File: src/rtl/dram_arb_pkg.sv
// rtl/dram_arb_pkg.sv - shared types and constants for the two-master DRAM arbiter
package dram_arb_pkg;

    typedef enum logic [1:0] {
        IDLE   = 2'd0,
        ACCESS = 2'd1,
        RESP   = 2'd2
    } state_e;

    localparam logic M_IF = 1'b0;
    localparam logic M_LS = 1'b1;

    typedef struct packed {
        logic [31:0] addr;
        logic        we;
        logic [3:0]  be;
        logic [31:0] wdata;
    } req_t;

endpackage

File: src/rtl/dram_arb_grant.sv
// rtl/dram_arb_grant.sv - grant selection; DRAM_ARB_RR_EN selects round-robin, else m1 fixed priority
module dram_arb_grant
    import dram_arb_pkg::*;
(
    input  logic valid0,
    input  logic valid1,
    input  logic last_grant,
    output logic grant_id,
    output logic grant_valid
);

`ifdef DRAM_ARB_RR_EN
    always_comb begin
        grant_valid = valid0 | valid1;
        if (valid0 && valid1) begin
            grant_id = ~last_grant;
        end else begin
            grant_id = valid1 ? M_LS : M_IF;
        end
    end
`else
    logic unused_last_grant;
    assign unused_last_grant = last_grant;

    always_comb begin
        grant_valid = valid0 | valid1;
        grant_id    = valid1 ? M_LS : M_IF;
    end
`endif

endmodule

File: src/rtl/dram_arbiter.sv
// rtl/dram_arbiter.sv - two-master DRAM arbiter/sequencer (IDLE/ACCESS/RESP); DRAM_ARB_RR_EN enables round-robin
module dram_arbiter
    import dram_arb_pkg::*;
#(
    parameter int ADDR_BITS = 20
) (
    input  logic                 clk,
    input  logic                 rst_n,

    input  logic                 m0_req_valid,
    output logic                 m0_req_ready,
    input  logic [31:0]          m0_req_addr,
    input  logic                 m0_req_we,
    input  logic [3:0]           m0_req_be,
    input  logic [31:0]          m0_req_wdata,
    output logic                 m0_rsp_valid,
    input  logic                 m0_rsp_ready,
    output logic [31:0]          m0_rsp_rdata,

    input  logic                 m1_req_valid,
    output logic                 m1_req_ready,
    input  logic [31:0]          m1_req_addr,
    input  logic                 m1_req_we,
    input  logic [3:0]           m1_req_be,
    input  logic [31:0]          m1_req_wdata,
    output logic                 m1_rsp_valid,
    input  logic                 m1_rsp_ready,
    output logic [31:0]          m1_rsp_rdata,

    output logic [ADDR_BITS-1:0] dram_a,
    output logic [3:0]           dram_be,
    output logic                 dram_we,
    output logic [31:0]          dram_d,
    input  logic [31:0]          dram_spo
);

    state_e      state_q, state_d;
    req_t        req_q, req_d;
    logic        gid_q, gid_d;
    logic [31:0] rdata_q, rdata_d;
    logic [1:0]  rsp_valid_q, rsp_valid_d;
    logic        dram_we_q, dram_we_d;
    logic [3:0]  dram_be_q, dram_be_d;

    logic        last_grant;
    logic        grant_id;
    logic        grant_valid;
    logic        accept;
    logic        rsp_ready_sel;
    req_t        sel_req;

`ifdef DRAM_ARB_RR_EN
    logic        last_grant_q, last_grant_d;
    assign last_grant = last_grant_q;
`else
    assign last_grant = 1'b1;
`endif

    dram_arb_grant u_grant (
        .valid0      (m0_req_valid),
        .valid1      (m1_req_valid),
        .last_grant  (last_grant),
        .grant_id    (grant_id),
        .grant_valid (grant_valid)
    );

    // Gated by rst_n so nothing is offered while reset is held.
    assign accept       = rst_n && (state_q == IDLE) && grant_valid;
    assign m0_req_ready = accept && (grant_id == M_IF);
    assign m1_req_ready = accept && (grant_id == M_LS);

    assign rsp_ready_sel = gid_q ? m1_rsp_ready : m0_rsp_ready;

    always_comb begin
        sel_req       = '0;
        sel_req.addr  = grant_id ? m1_req_addr  : m0_req_addr;
        sel_req.we    = grant_id ? m1_req_we    : m0_req_we;
        sel_req.be    = grant_id ? m1_req_be    : m0_req_be;
        sel_req.wdata = grant_id ? m1_req_wdata : m0_req_wdata;
    end

    always_comb begin
        state_d     = state_q;
        req_d       = req_q;
        gid_d       = gid_q;
        rdata_d     = rdata_q;
        rsp_valid_d = rsp_valid_q;
        dram_we_d   = dram_we_q;
        dram_be_d   = dram_be_q;
`ifdef DRAM_ARB_RR_EN
        last_grant_d = last_grant_q;
`endif
        case (state_q)
            IDLE: begin
                if (accept) begin
                    req_d     = sel_req;
                    gid_d     = grant_id;
                    dram_we_d = sel_req.we;
                    dram_be_d = sel_req.we ? sel_req.be : 4'b0000;
                    state_d   = ACCESS;
`ifdef DRAM_ARB_RR_EN
                    last_grant_d = ~last_grant_q;
`endif
                end
            end
            ACCESS: begin
                // A write commits at this edge; spo still shows the pre-write word.
                rdata_d     = dram_spo;
                dram_we_d   = 1'b0;
                dram_be_d   = 4'b0000;
                rsp_valid_d = gid_q ? 2'b10 : 2'b01;
                state_d     = RESP;
            end
            RESP: begin
                if (rsp_ready_sel) begin
                    rsp_valid_d = 2'b00;
                    state_d     = IDLE;
                end
            end
            default: begin
                state_d = IDLE;
            end
        endcase
    end

    always_ff @(posedge clk or negedge rst_n) begin
        if (!rst_n) begin
            state_q     <= IDLE;
            req_q       <= '0;
            gid_q       <= 1'b0;
            rdata_q     <= '0;
            rsp_valid_q <= '0;
            dram_we_q   <= 1'b0;
            dram_be_q   <= '0;
`ifdef DRAM_ARB_RR_EN
            last_grant_q <= 1'b1;
`endif
        end else begin
            state_q     <= state_d;
            req_q       <= req_d;
            gid_q       <= gid_d;
            rdata_q     <= rdata_d;
            rsp_valid_q <= rsp_valid_d;
            dram_we_q   <= dram_we_d;
            dram_be_q   <= dram_be_d;
`ifdef DRAM_ARB_RR_EN
            last_grant_q <= last_grant_d;
`endif
        end
    end

    logic unused_req_bits;
    assign unused_req_bits = ^{req_q.addr[31:ADDR_BITS+2], req_q.addr[1:0], req_q.we, req_q.be};

    assign dram_a       = req_q.addr[ADDR_BITS+1:2];
    assign dram_d       = req_q.wdata;
    assign dram_we      = dram_we_q;
    assign dram_be      = dram_be_q;
    assign m0_rsp_valid = rsp_valid_q[0];
    assign m1_rsp_valid = rsp_valid_q[1];
    assign m0_rsp_rdata = rdata_q;
    assign m1_rsp_rdata = rdata_q;

endmodule

File: config.mk
export PLATFORM = sky130hd
export DESIGN_NAME = dram_arbiter
export DESIGN_NICKNAME = d
export VERILOG_FILES = /design/src/rtl/dram_arb_pkg.sv /design/src/rtl/dram_arb_grant.sv /design/src/rtl/dram_arbiter.sv
export SDC_FILE = /design/constraint.sdc
export NUM_CORES = 1
export LEC_CHECK = 0
export ABC_AREA = 1
export CELL_PAD_IN_SITES_DETAIL_PLACEMENT = 1
export CELL_PAD_IN_SITES_GLOBAL_PLACEMENT = 1
export CORE_MARGIN = 3
export CORE_UTILIZATION = 26
export DETAILED_ROUTE_END_ITERATION = 7
export GPL_ROUTABILITY_DRIVEN = 0
export PLACE_DENSITY = 0.89
export REMOVE_ABC_BUFFERS = 1
export SLEW_MARGIN = 25
export SYNTH_ARGS = -nofsm -noshare
export SYNTH_HDL_FRONTEND = slang
export SYNTH_SLANG_ARGS = --single-unit
export TNS_END_PERCENT = 30
File: constraint.sdc
create_clock -name clk -period 2.2 [get_ports clk]
set_input_delay 0.44 -clock clk [delete_from_list [all_inputs] [get_ports clk]]
set_output_delay 0.44 -clock clk [all_outputs]
set_load 0.05 [all_outputs]
==> Flow_metrics.wiki <==
{| class="wikitable"
! Metric !! Value
|-
| Layout net count || 1,038
|-
| Required time of the worst setup path || 1.76 ns
|-
| Via density || 4.362
|-
| Worst r2r src || state_q[0]$_DFFE_PN0P_
|-
| Depth of the most critical reg-to-reg path || 7
|-
| Startpoint of the most critical setup path || m0_rsp_rdata[30]$_DFFE_PN0P_
|-
| Routed vias || around 4,800
|-
| Area growth from synthesis to layout || 64.69%
|-
| Leakage power of the design || roughly 3.8 nW
|-
| Final hold violation count || 0
|-
| Number of warning messages in the yosys log || 0
|-
| Max cap viols || 0
|-
| Largest area contributor in the netlist || sky130_fd_sc_hd__dfrtp_1
|-
| Seq/Total Area, Yosys || 0.5063
|-
| Register-to-Register Setup Slack || a little under 0.7 ns
|-
| Global-route wire length before repair || 26,430 um
|-
| Clock tree from TritonCTS || done
|-
| Number of detailed-routing iterations run before antenna repair || 4
|-
| Cell at the root of the clock tree || sky130_fd_sc_hd__clkbuf_16
|-
| Diodes inserted || 0
|-
| Number of flip-flops and latches in the synthesized netlist || 94
|-
| Clock Path Buffers || 2
|-
| Crit-path slowest cell || sky130_fd_sc_hd__clkdlybuf4s50_1
|-
| Placed Area || 7360 sq um
|-
| Critical Path Start Type || flip-flop
|-
| Floorplan die area || about 20,000 sq um
|-
| Sort of element at the end of the critical path || output pin
|-
| Number of nets still failing antenna checks after routing || 0
|-
| Number of pins with negative max-slew slack in the final report || 0
|-
| Floorplan die width || approximately 140 um
|-
| I/O pin cnt || 301
|-
| Total CTS buffers || 9
|-
| Max incr delay on CP || approximately 0.86 ns
|-
| Number of levels in the clock H-tree || 3
|-
| Starting DRT DRC Count || 129
|-
| Largest net degree at the start of global routing || 95
|-
| Count of final setup violators || 0
|-
| Post-synthesis cell area || 4646 sq um
|-
| Worst Path Max Fanout || 3
|-
| Gr ovfl total || 0
|-
| Number of gates resized after cts || 0
|-
| Crit-path cells || clkdlybuf4s50_1
|-
| Source-to-sink clock delay at the later pin of the worst-skew pair || 0.34 ns
|-
| Result of the run || complete, no violations
|-
| Pin slew with the least headroom to its limit || approximately 0.83 ns
|-
| # clock sinks || 94
|-
| Tcrit/Tclk final || 0.9238
|-
| Power per cell area || approximately 1600 nW/um^2
|-
| Initial antenna violation count || 0
|-
| Fin Clk Skew || 0.008411 ns
|-
| Detailed-route wire length per cell || 15.64 um
|-
| Share of Yosys cell area claimed by the top area cell type || 0.5063
|-
| DRC || 0
|-
| Arrival time at the worst endpoint || 1.59 ns
|-
| Synthesized instance count || 626
|-
| Number of placement rows || 48
|-
| Final WL || between 15,000 and 20,000 um
|-
| Type of the worst min-delay path || primary input to async pin
|-
| Number of buffers added for setup after CTS || 0
|-
| Height of the die || 139.7 um
|-
| Number of distinct standard cells referenced by the synthesized netlist || 16
|-
| Ranking of synthesized cells by area || sky130_fd_sc_hd__dfrtp_1 51%, sky130_fd_sc_hd__nand2_1 36%, sky130_fd_sc_hd__buf_4 5.8%
|-
| Number of global-route vias before repair || 4,928
|-
| RSZ-0062 raised after global routing || no
|-
| Critical Setup Path Class || flip-flop to output pin
|-
| Number of hold buffers added after CTS || 0
|-
| Share of final-layout standard cells stronger than drive strength 1 || 0.04273
|-
| Clock-pin transition on the worst setup and hold timing paths || 0.07 ns
|-
| Cell class contributing the biggest share of worst-path delay || buffers and inverters
|-
| Core region area || between 15,000 and 20,000 sq um
|-
| GR Util All Layers || 0.1704
|-
| Peak VDD IR || approximately 1100 uV
|-
| Initial cell density of the core || 0.2667
|-
| Time the worst path needs with I/O delays and setup || 2.032 ns
|-
| Number of input and output port buffers inserted || between 200 and 300
|-
| Total Negative Setup Slacks || 0 ns
|-
| Worst rel slew slack || 0.4377
|-
| Buf+Inv Stages, Crit Path || 1
|-
| Final instance area || 7651 sq um
|-
| Syn avg cell area || 7.421 sq um
|-
| End of the worst register-to-register path || dram_a[9]$_DFFE_PN0P_
|-
| Estimated wirelength of the detail-placed design || 13,180 um
|-
| Max Freq || 492.1 MHz
|}
[worst register-to-register path: stages, from the launching register on]
cell	delay, ns
sky130_fd_sc_hd__dfrtp_1	0.42
sky130_fd_sc_hd__nor2_2	0.13
sky130_fd_sc_hd__nand2_2	0.09
sky130_fd_sc_hd__nor2_8	0.12
sky130_fd_sc_hd__buf_4	0.23
sky130_fd_sc_hd__buf_4	0.30
sky130_fd_sc_hd__nand2_1	0.10
sky130_fd_sc_hd__nand2_1	0.08
[routing by layer]
layer  track usage  wire [um]  up-vias
li1              -          -     2312
met1        0.1941       6839     2222
met2        0.3033       8502      209
met3       0.05842       1464       16
met4       0.04895        255        0
met5             0          0        -
[cell usage after synthesis]
cell / number
sky130_fd_sc_hd__nand2_1: 440
sky130_fd_sc_hd__dfrtp_1: 94
sky130_fd_sc_hd__buf_4: 36
sky130_fd_sc_hd__buf_2: 15
sky130_fd_sc_hd__nand3_1: 13
sky130_fd_sc_hd__buf_6: 12
sky130_fd_sc_hd__inv_1: 5
sky130_fd_sc_hd__inv_2: 2
sky130_fd_sc_hd__nor2_1: 2
sky130_fd_sc_hd__inv_6: 1
sky130_fd_sc_hd__nand2_2: 1
sky130_fd_sc_hd__nor2_2: 1
sky130_fd_sc_hd__nor2_4: 1
sky130_fd_sc_hd__nor2_8: 1
sky130_fd_sc_hd__o21ai_0: 1
sky130_fd_sc_hd__o21ai_1: 1
[how the worst max path moves through the flow]
stage                  endpoint  slack (ns)  cells after the start
6_report       m0_rsp_rdata[30]        0.17                      1
4_1_cts         m0_rsp_rdata[9]        0.14                      1
3_5_place_dp       m0_req_ready        0.18                      6
5_1_grt        m0_rsp_rdata[30]        0.11                      1
3_3_place_gp       m0_req_ready        0.19                      6
2_1_floorplan      m1_req_ready        0.25                      5
[area by class of cell]
cell class | count | area [sq um]
Clock buffer | 12 | 246.5
Clock inverter | 3 | 45.04
Fill cell | 2142 | 9766
Inverter | 8 | 35.03
Multi-Input combinational cell | 461 | 1778
Sequential cell | 94 | 2352
Tap cell | 225 | 281.5
Timing Repair Buffer | 288 | 2913
[cells in the final DEF (no fill, tap or decap), drive strengths merged]
cell and count:
buf 17, bufinv 1, clkbuf 12, clkdlybuf4s50 271, clkinvlp 2, dfrtp 94
inv 8, nand2 441, nand3 13, nor2 5, o21ai 2
[registers in the layout, summed over array words and instances, names as in the netlist]
name	flops
m0_rsp_rdata	32
dram_a	20
dram_we	1
dram_d	32
gid_q	1
dram_be	4
state_q	2
rsp_valid_q	2
[power breakdown]
part / switching (mW) / internal [mW]
clock: 0.655 / 0.908
combinational: 5.23 / 2.40
sequential: 0.516 / 2.51
total: 6.40 / 5.81
[kinds of logic (layout without fill, tap and decap cells)]
kind of cell           after synthesis  count (layout)  share of synthesized area
AND/OR/NAND/NOR                    459             459                     0.3806
flip-flops                          94              94                     0.5063
buffers and inverters               71             311                     0.1110
AO/OA/AOI/OAI                        2               2                   0.002153
[metrics by stage]
step / cells / hold slack, ns / power, mW / util / setup slack, ns
after floorplan: 563 / 0.1444 / 7.629 / - / 0.2473
after global placement: 1076 / 0.4526 / 10.59 / 0.4226 / 0.1918
after detailed placement: 1076 / 0.4572 / 10.75 / 0.4226 / 0.1839
after CTS: 1091 / 0.2601 / 12.37 / 0.4393 / 0.1410
after global routing: 1091 / 0.2744 / 12.82 / 0.4393 / 0.1083
final: 1091 / 0.2004 / 12.21 / 0.4393 / 0.1677
Power figures use the tool's default switching activity.
